<file path="src/rtl/div_clz_skip.sv">
// div_clz_skip: multicycle restoring DIV/DIVU that runs only 32-clz iterations using an external clz count
module div_clz_skip #(
  parameter int WIDTH = 32
) (
  input  logic             clk,
  input  logic             reset,
  input  logic             start,
  input  logic             is_signed,
  input  logic [WIDTH-1:0] dividend,
  input  logic [WIDTH-1:0] divisor,
  output logic [WIDTH-1:0] abs_dividend,
  input  logic [5:0]       dividend_clz,
  output logic             busy,
  output logic             done,
  output logic [WIDTH-1:0] quotient,
  output logic [WIDTH-1:0] remainder,
  output logic             div_by_zero
);
  typedef enum logic [1:0] {IDLE, CALC, FIX, DONE} state_t;
  state_t state_q;
  logic [WIDTH-1:0] dvs_q, dvd_q, work_q, rem_q, q_q, diff;
  logic [5:0] count_q;
  logic qneg_q, rneg_q, dz_q, ge;
  logic [WIDTH:0] t;
  assign abs_dividend = (is_signed && dividend[WIDTH-1]) ? -dividend : dividend;
  assign t = {rem_q, work_q[WIDTH-1]};
  assign ge = t >= {1'b0, dvs_q};
  assign diff = t[WIDTH-1:0] - dvs_q;
  always_ff @(posedge clk) begin
    if (reset) begin
      state_q <= IDLE;
      busy <= 1'b0;
      done <= 1'b0;
      quotient <= '0;
      remainder <= '0;
      div_by_zero <= 1'b0;
    end else begin
      case (state_q)
        IDLE: if (start) begin
          dvs_q <= (is_signed && divisor[WIDTH-1]) ? -divisor : divisor;
          dvd_q <= dividend;
          qneg_q <= is_signed & (dividend[WIDTH-1] ^ divisor[WIDTH-1]);
          rneg_q <= is_signed & dividend[WIDTH-1];
          work_q <= abs_dividend << dividend_clz;
          count_q <= 6'd32 - dividend_clz;
          rem_q <= '0;
          q_q <= '0;
          dz_q <= divisor == '0;
          busy <= 1'b1;
          state_q <= (divisor == '0 || dividend_clz == 6'd32) ? FIX : CALC;
        end
        CALC: begin
          rem_q <= ge ? diff : t[WIDTH-1:0];
          q_q <= {q_q[WIDTH-2:0], ge};
          work_q <= work_q << 1;
          count_q <= count_q - 6'd1;
          state_q <= count_q == 6'd1 ? FIX : CALC;
        end
        FIX: begin
          quotient <= dz_q ? '1 : qneg_q ? -q_q : q_q;
          remainder <= dz_q ? dvd_q : rneg_q ? -rem_q : rem_q;
          div_by_zero <= dz_q;
          busy <= 1'b0;
          done <= 1'b1;
          state_q <= DONE;
        end
        DONE: begin
          done <= 1'b0;
          state_q <= IDLE;
        end
        default: state_q <= IDLE;
      endcase
    end
  end
endmodule

</file>
<file path="config.mk">
export PLATFORM = sky130hd
export DESIGN_NAME = div_clz_skip
export DESIGN_NICKNAME = d
export VERILOG_FILES = /design/src/rtl/div_clz_skip.sv
export SDC_FILE = /design/constraint.sdc
export NUM_CORES = 1
export LEC_CHECK = 0
export BUFFER_PORTS_ARGS = -buffer_cell sky130_fd_sc_hd__buf_2
export CAP_MARGIN = 5
export CORE_MARGIN = 1.5
export CORE_UTILIZATION = 45
export DETAILED_ROUTE_END_ITERATION = 16
export GPL_ROUTABILITY_DRIVEN = 0
export GPL_TIMING_DRIVEN = 0
export MAX_ROUTING_LAYER = met4
export PLACE_DENSITY = 0.66
export REMOVE_ABC_BUFFERS = 1
export SYNTH_ARGS = -nofsm -noshare
export SYNTH_HDL_FRONTEND = slang
export SYNTH_SLANG_ARGS = --single-unit
export TNS_END_PERCENT = 100
</file>
<file path="constraint.sdc">
create_clock -name clk -period 19.9 [get_ports clk]
set_input_delay 3.98 -clock clk [delete_from_list [all_inputs] [get_ports clk]]
set_output_delay 3.98 -clock clk [all_outputs]
set_load 0.03 [all_outputs]
</file>
# After elaboration in Yosys (flattened, before gate mapping)
# Cells that the tools add are included.
[classes] mux=21 shift=1 n_reduce_logical=11 bitwise_logic=4 n_eq_ne=6 addsub=7 magnitude_cmp=1
[ops] cell="32-bit 2-to-1 mux" count=9
[ops] cell="32-bit case mux with 2 select lines" count=3
[ops] cell="32-bit negator" count=4
[ops] cell="33-bit by 32-bit >= comparator with 1-bit output" count=1
[ops] cell="32-bit logical NOT" count=1
[ops] cell="32-bit by 6-bit << shifter with 32-bit output" count=1
[ops] cell="32-bit subtractor" count=1
[ops] cell="6-bit case mux with 2 select lines" count=1
[ops] cell="2-bit case mux with 4 select lines" count=1
[ops] cell="6-bit by 1-bit equality test with 1-bit output, second input constant" count=1
[ops] cell="6-bit equality test, second input constant" count=1
[ops] cell="2-bit 2-to-1 mux" count=3
[ops] cell="6-bit 2-to-1 mux" count=1
[ops] cell="3-bit AND reduction" count=2
[ops] cell="2-bit nonzero test" count=3
[ops] cell="6-bit by 1-bit subtractor with 6-bit output, second input constant" count=1
[ops] cell="6-bit subtractor, first input constant" count=1
[ops] cell="2-bit equality test, second input constant" count=2
[ops] cell="1-bit case mux with 2 select lines" count=2
[ops] cell="1-bit AND" count=2
[ops] cell="2-bit by 1-bit equality test with 1-bit output, second input constant" count=1
[ops] cell="1-bit logical AND" count=2
[ops] cell="2-bit logical NOT" count=1
[ops] cell="2-bit != test, second input constant" count=1
[ops] cell="5 further kinds" count=5
[word_totals] wordCells=66 ff_bits=238

# Depth between registers and ports, before layout
[depth] ltp_word=5 ltp_mapped=13 mapped_depth_nobuf=12

# Worst setup path before layout
# Ideal clock, no wire load.
[synth_path] kind="input to register" start="input reset" end="register count_q[0], enable pin" t_required_ns=19.212 t_arrival_ns=11.338 cell_stages=3 slack_ns=7.874 setup_time_ns=0.688 cell_sequence="clkbuf_1 -> clkbuf_1 -> nor3_1"
[synth_between] elab_chain_len=2
[synth_rtl] element="start, declared" line="6" text="input logic reset,"
[synth_rtl] element="1-bit inverter (no source line)"
[synth_rtl] element="3-bit AND reduction (no source line)"
[synth_rtl] element="end signal, assigned" line="45" text="count_q <= 6'd32 - dividend_clz;"
[synth_rtl] element="end signal, assigned" line="56" text="count_q <= count_q - 6'd1;"
[synth_rtl] element="end, declared" line="22" text="logic [5:0] count_q;"
# No other way between the ends.
# A chain may end at the register's enable or synchronous reset.

# Worst setup path after layout
[layout_path] start="input dividend[0]" end="output abs_dividend[22]"
[layout_between] elab_chain_len=2
[layout_rtl] element="start, declared" line="9" text="input logic [WIDTH-1:0] dividend,"
[layout_rtl] element="32-bit negator" line="25" text="assign abs_dividend = (is_signed && dividend[WIDTH-1]) ? -dividend : dividend;"
[layout_rtl] element="32-bit 2-to-1 mux" line="25"
[layout_rtl] element="end, declared" line="11" text="output logic [WIDTH-1:0] abs_dividend,"
# No other way between the ends.

==> out/qor.yml <==
timing:
  maxSlewViolCount: 0
  setup_viol: 0
  tightest_slew_ps: 1250
  fmax_mhz: 94.3
  post-route-min-period_ps: 10600
  rsz0062_at_grt: "no"
  maxSlewHeadroom_pct: 15.8
  timing.setup.tns_ps: 0
  clock-skew-final_ps: 9.10
  period_share_pct: 53.3
  hold_viol_final: 0
synthesis:
  syn-instance-count: 1554
  synth-seq-cells: 238
  yosysMostFrequentCell: "nand2_1"
  synth_top_family_by_area: "simple AND/OR/NAND/NOR gates"
  synth_compound_area_share_pct: 16.5
  synth-seq-area-share_pct: 43.7
  yosysTopAreaCellShare_pct: 34.3
  yosysUniqueCellTypes: 79
  synthSimpleGateAreaFrac_pct: 16.7
  synthTopCellsByArea: "edfxtp_1 34%, dfxtp_1 9.3%, xnor2_1 5.0%"
  syn_avg_cell_area_um2: 9.51
  synth_mux_area_share_pct: 6.47
  ys_warn_count: 0
  synth_edf_count: 169
  synthArstFlopShare_pct: 0
  netlist_area_um2: 14800
  synthAdderAreaFrac_pct: 3.44
  ys.flop_type: "edfxtp_1"
  synth_xor_area_share_pct: 9.07
  synth_common_cells: "188 x nand2_1, 169 x edfxtp_1, 127 x nor2_1"
  yosysTopAreaCell: "edfxtp_1"
pwr:
  ir_drop_uv: 57.1
  p_switching_uw: 401
  pwr-share-seq_pct: 42.4
  p_per_area_nw_per_um2: 80.6
  p_sw_share_pct: 28.9
  p_int_uw: 985
  p_clk_share_pct: 37.1
  power.leakage_uw: 0.00670
  comb_power_share_pct: 20.5
  finalPower_uw: 1390
route:
  wl_per_cell_um: 18.5
  vias_per_cell: 5.81
  drc_errors: 0
  num_vias: 12592
  dr.pass1.iters: 5
  initialDrtViolationCount: 1215
  antenna_left: 0
  wl_um: 40100
global_route:
  antenna_found_initial: 5
  grt_overflow: 0
  grt_pass1_vias: 11561
  grt_pass1_wl_um: 62600
  grt_usage_pct: 24.0
  grt_max_degree: 45
cts:
  cts_resized: 0
  post_cts_buffers: 0
  clk_path_buf_depth: 3
  clock_latency_ps: 540
  cts-root-buf: "clkbuf_16"
  ctsHoldBuffers: 0
  clk_pin_slew_ps: 60
  cts_tree: "built"
  cts-htree-levels: 1
  cts_buffers: 27
  cts.sinks: 238
floorplanning:
  fp.coreArea_um2: 32500
  die_h_um: 184
  dieArea_um2: 33900
  row_count: 66
  start_util_pct: 45.5
  fp.dieW_um: 184
  ioPinCount: 173
hold_path:
  hold_class: "reg2reg"
critical_path:
  crit_family: "simple AND/OR/NAND/NOR gates"
  cp.arrival_ps: 6620
  end_kind: "output pin"
  crit_path_top_delay_cell: "nor3b_1"
  crit_required_ps: 15920
  crit_fanout: 10
  path_cells: "buf_2 -> inv_1 -> ha_1 -> nor3b_1 -> and3_1 -> a41oi_1 -> xor2_1 -> buf_2"
  crit_top_cell: "buf_2"
  critPathBufInv: 3
  critical_path_class: "in2out"
  slowest_delay_ps: 670
  cp-start-kind: "input port"
finish:
  fin_nets: 1814
  instances_no_fill: 2168
  final_area_um2: 17200
  drive_gt1_share_pct: 16.9
  area_delta_synth_final_pct: 16.3
placement:
  io_buffers: 172
  dp.cells: 2112
  dpl_cell_area_um2: 16200
  hpwl_um: 29600
status:
  status: "finished, final reports clean"
job:
  timing.max_cap.violations: 0
-- cells in the final DEF (no fill, tap or decap), types with 46 or more instances in the layout --
cell type / n
inv_1: 65
dfxtp_1: 69
xnor2_1: 85
nor2_1: 127
buf_2: 172
mux2i_1: 46
edfxtp_1: 169
xor2_1: 68
nand2_1: 188
a21oi_1: 85
o21ai_0: 99
-- per-stage QoR --
step,setup WS (ps),hold slack [ps],util [%]
floorplan,8140,495,-
global placement,3760,441,48.8
detailed placement,9390,446,50.0
CTS,9390,454,52.8
global route,9180,475,52.9
finish,9300,451,52.9
-- path summary, 6_finish.rpt --
check	end	cells past startpoint	start	slack (ps)
min reg2reg	div_by_zero	2	div_by_zero	450
max	abs_dividend[22]	8	dividend[0]	9300
min	div_by_zero	2	div_by_zero	450
max reg2reg	rem_q[3]	13	rem_q[3]	15830
-- layer usage --
metal | share of wire (%) | vias to the layer above | global-route usage, %
met5 | 0 | - | -
met4 | 2.7 | 0 | 7.05
met3 | 7.9 | 73 | 3.95
met2 | 44 | 504 | 36.3
met1 | 45 | 6039 | 33.0
li1 | - | 5976 | -
-- cell families after synthesis --
family,after synthesis
adder cells (fa/ha/maj),40
multiplexers,74
XOR/XNOR,153
AND/OR/NAND/NOR,520
AO/OA/AOI/OAI,379
flip-flops,238
buffers and inverters,150
-- registers in the layout (all words and copies together), names as in the netlist, 2 cells and up --
register,count
dvs_q,32
count_q,6
q_q,32
state_q,2
remainder,32
dvd_q,32
quotient,32
rem_q,32
work_q,32
-- power groups by stage --
stage               registers [uW]  clock network [uW]  logic [uW]
floorplan                      598                   0         191
global placement               606                   0         267
detailed placement             598                   0         280
CTS                            587                 522         282
global route                   590                 542         311
finish                         587                 514         284
-- worst register-to-register path, stage by stage (launching register included) --
cell and delay (ps):
edfxtp_1 500, ha_1 390, a21oi_1 220, and2_1 170, a21oi_1 80, o21ai_0 590, o2111ai_1 220, nor4bb_1 240
nor3_2 520, buf_6 260, buf_6 190, buf_6 170, mux2i_1 190, nor2_1 60
-- cell type report --
type	count	area, um^2
Fill cell	2985	15300
Multi-Input combinational cell	1166	7750
Sequential cell	238	6460
Timing Repair Buffer	200	1230
Clock buffer	43	893
Tap cell	442	553
Inverter	67	251
Clock inverter	6	27.5
Antenna cell	6	15.0
Note: power is estimated with default switching activity, not from simulation.
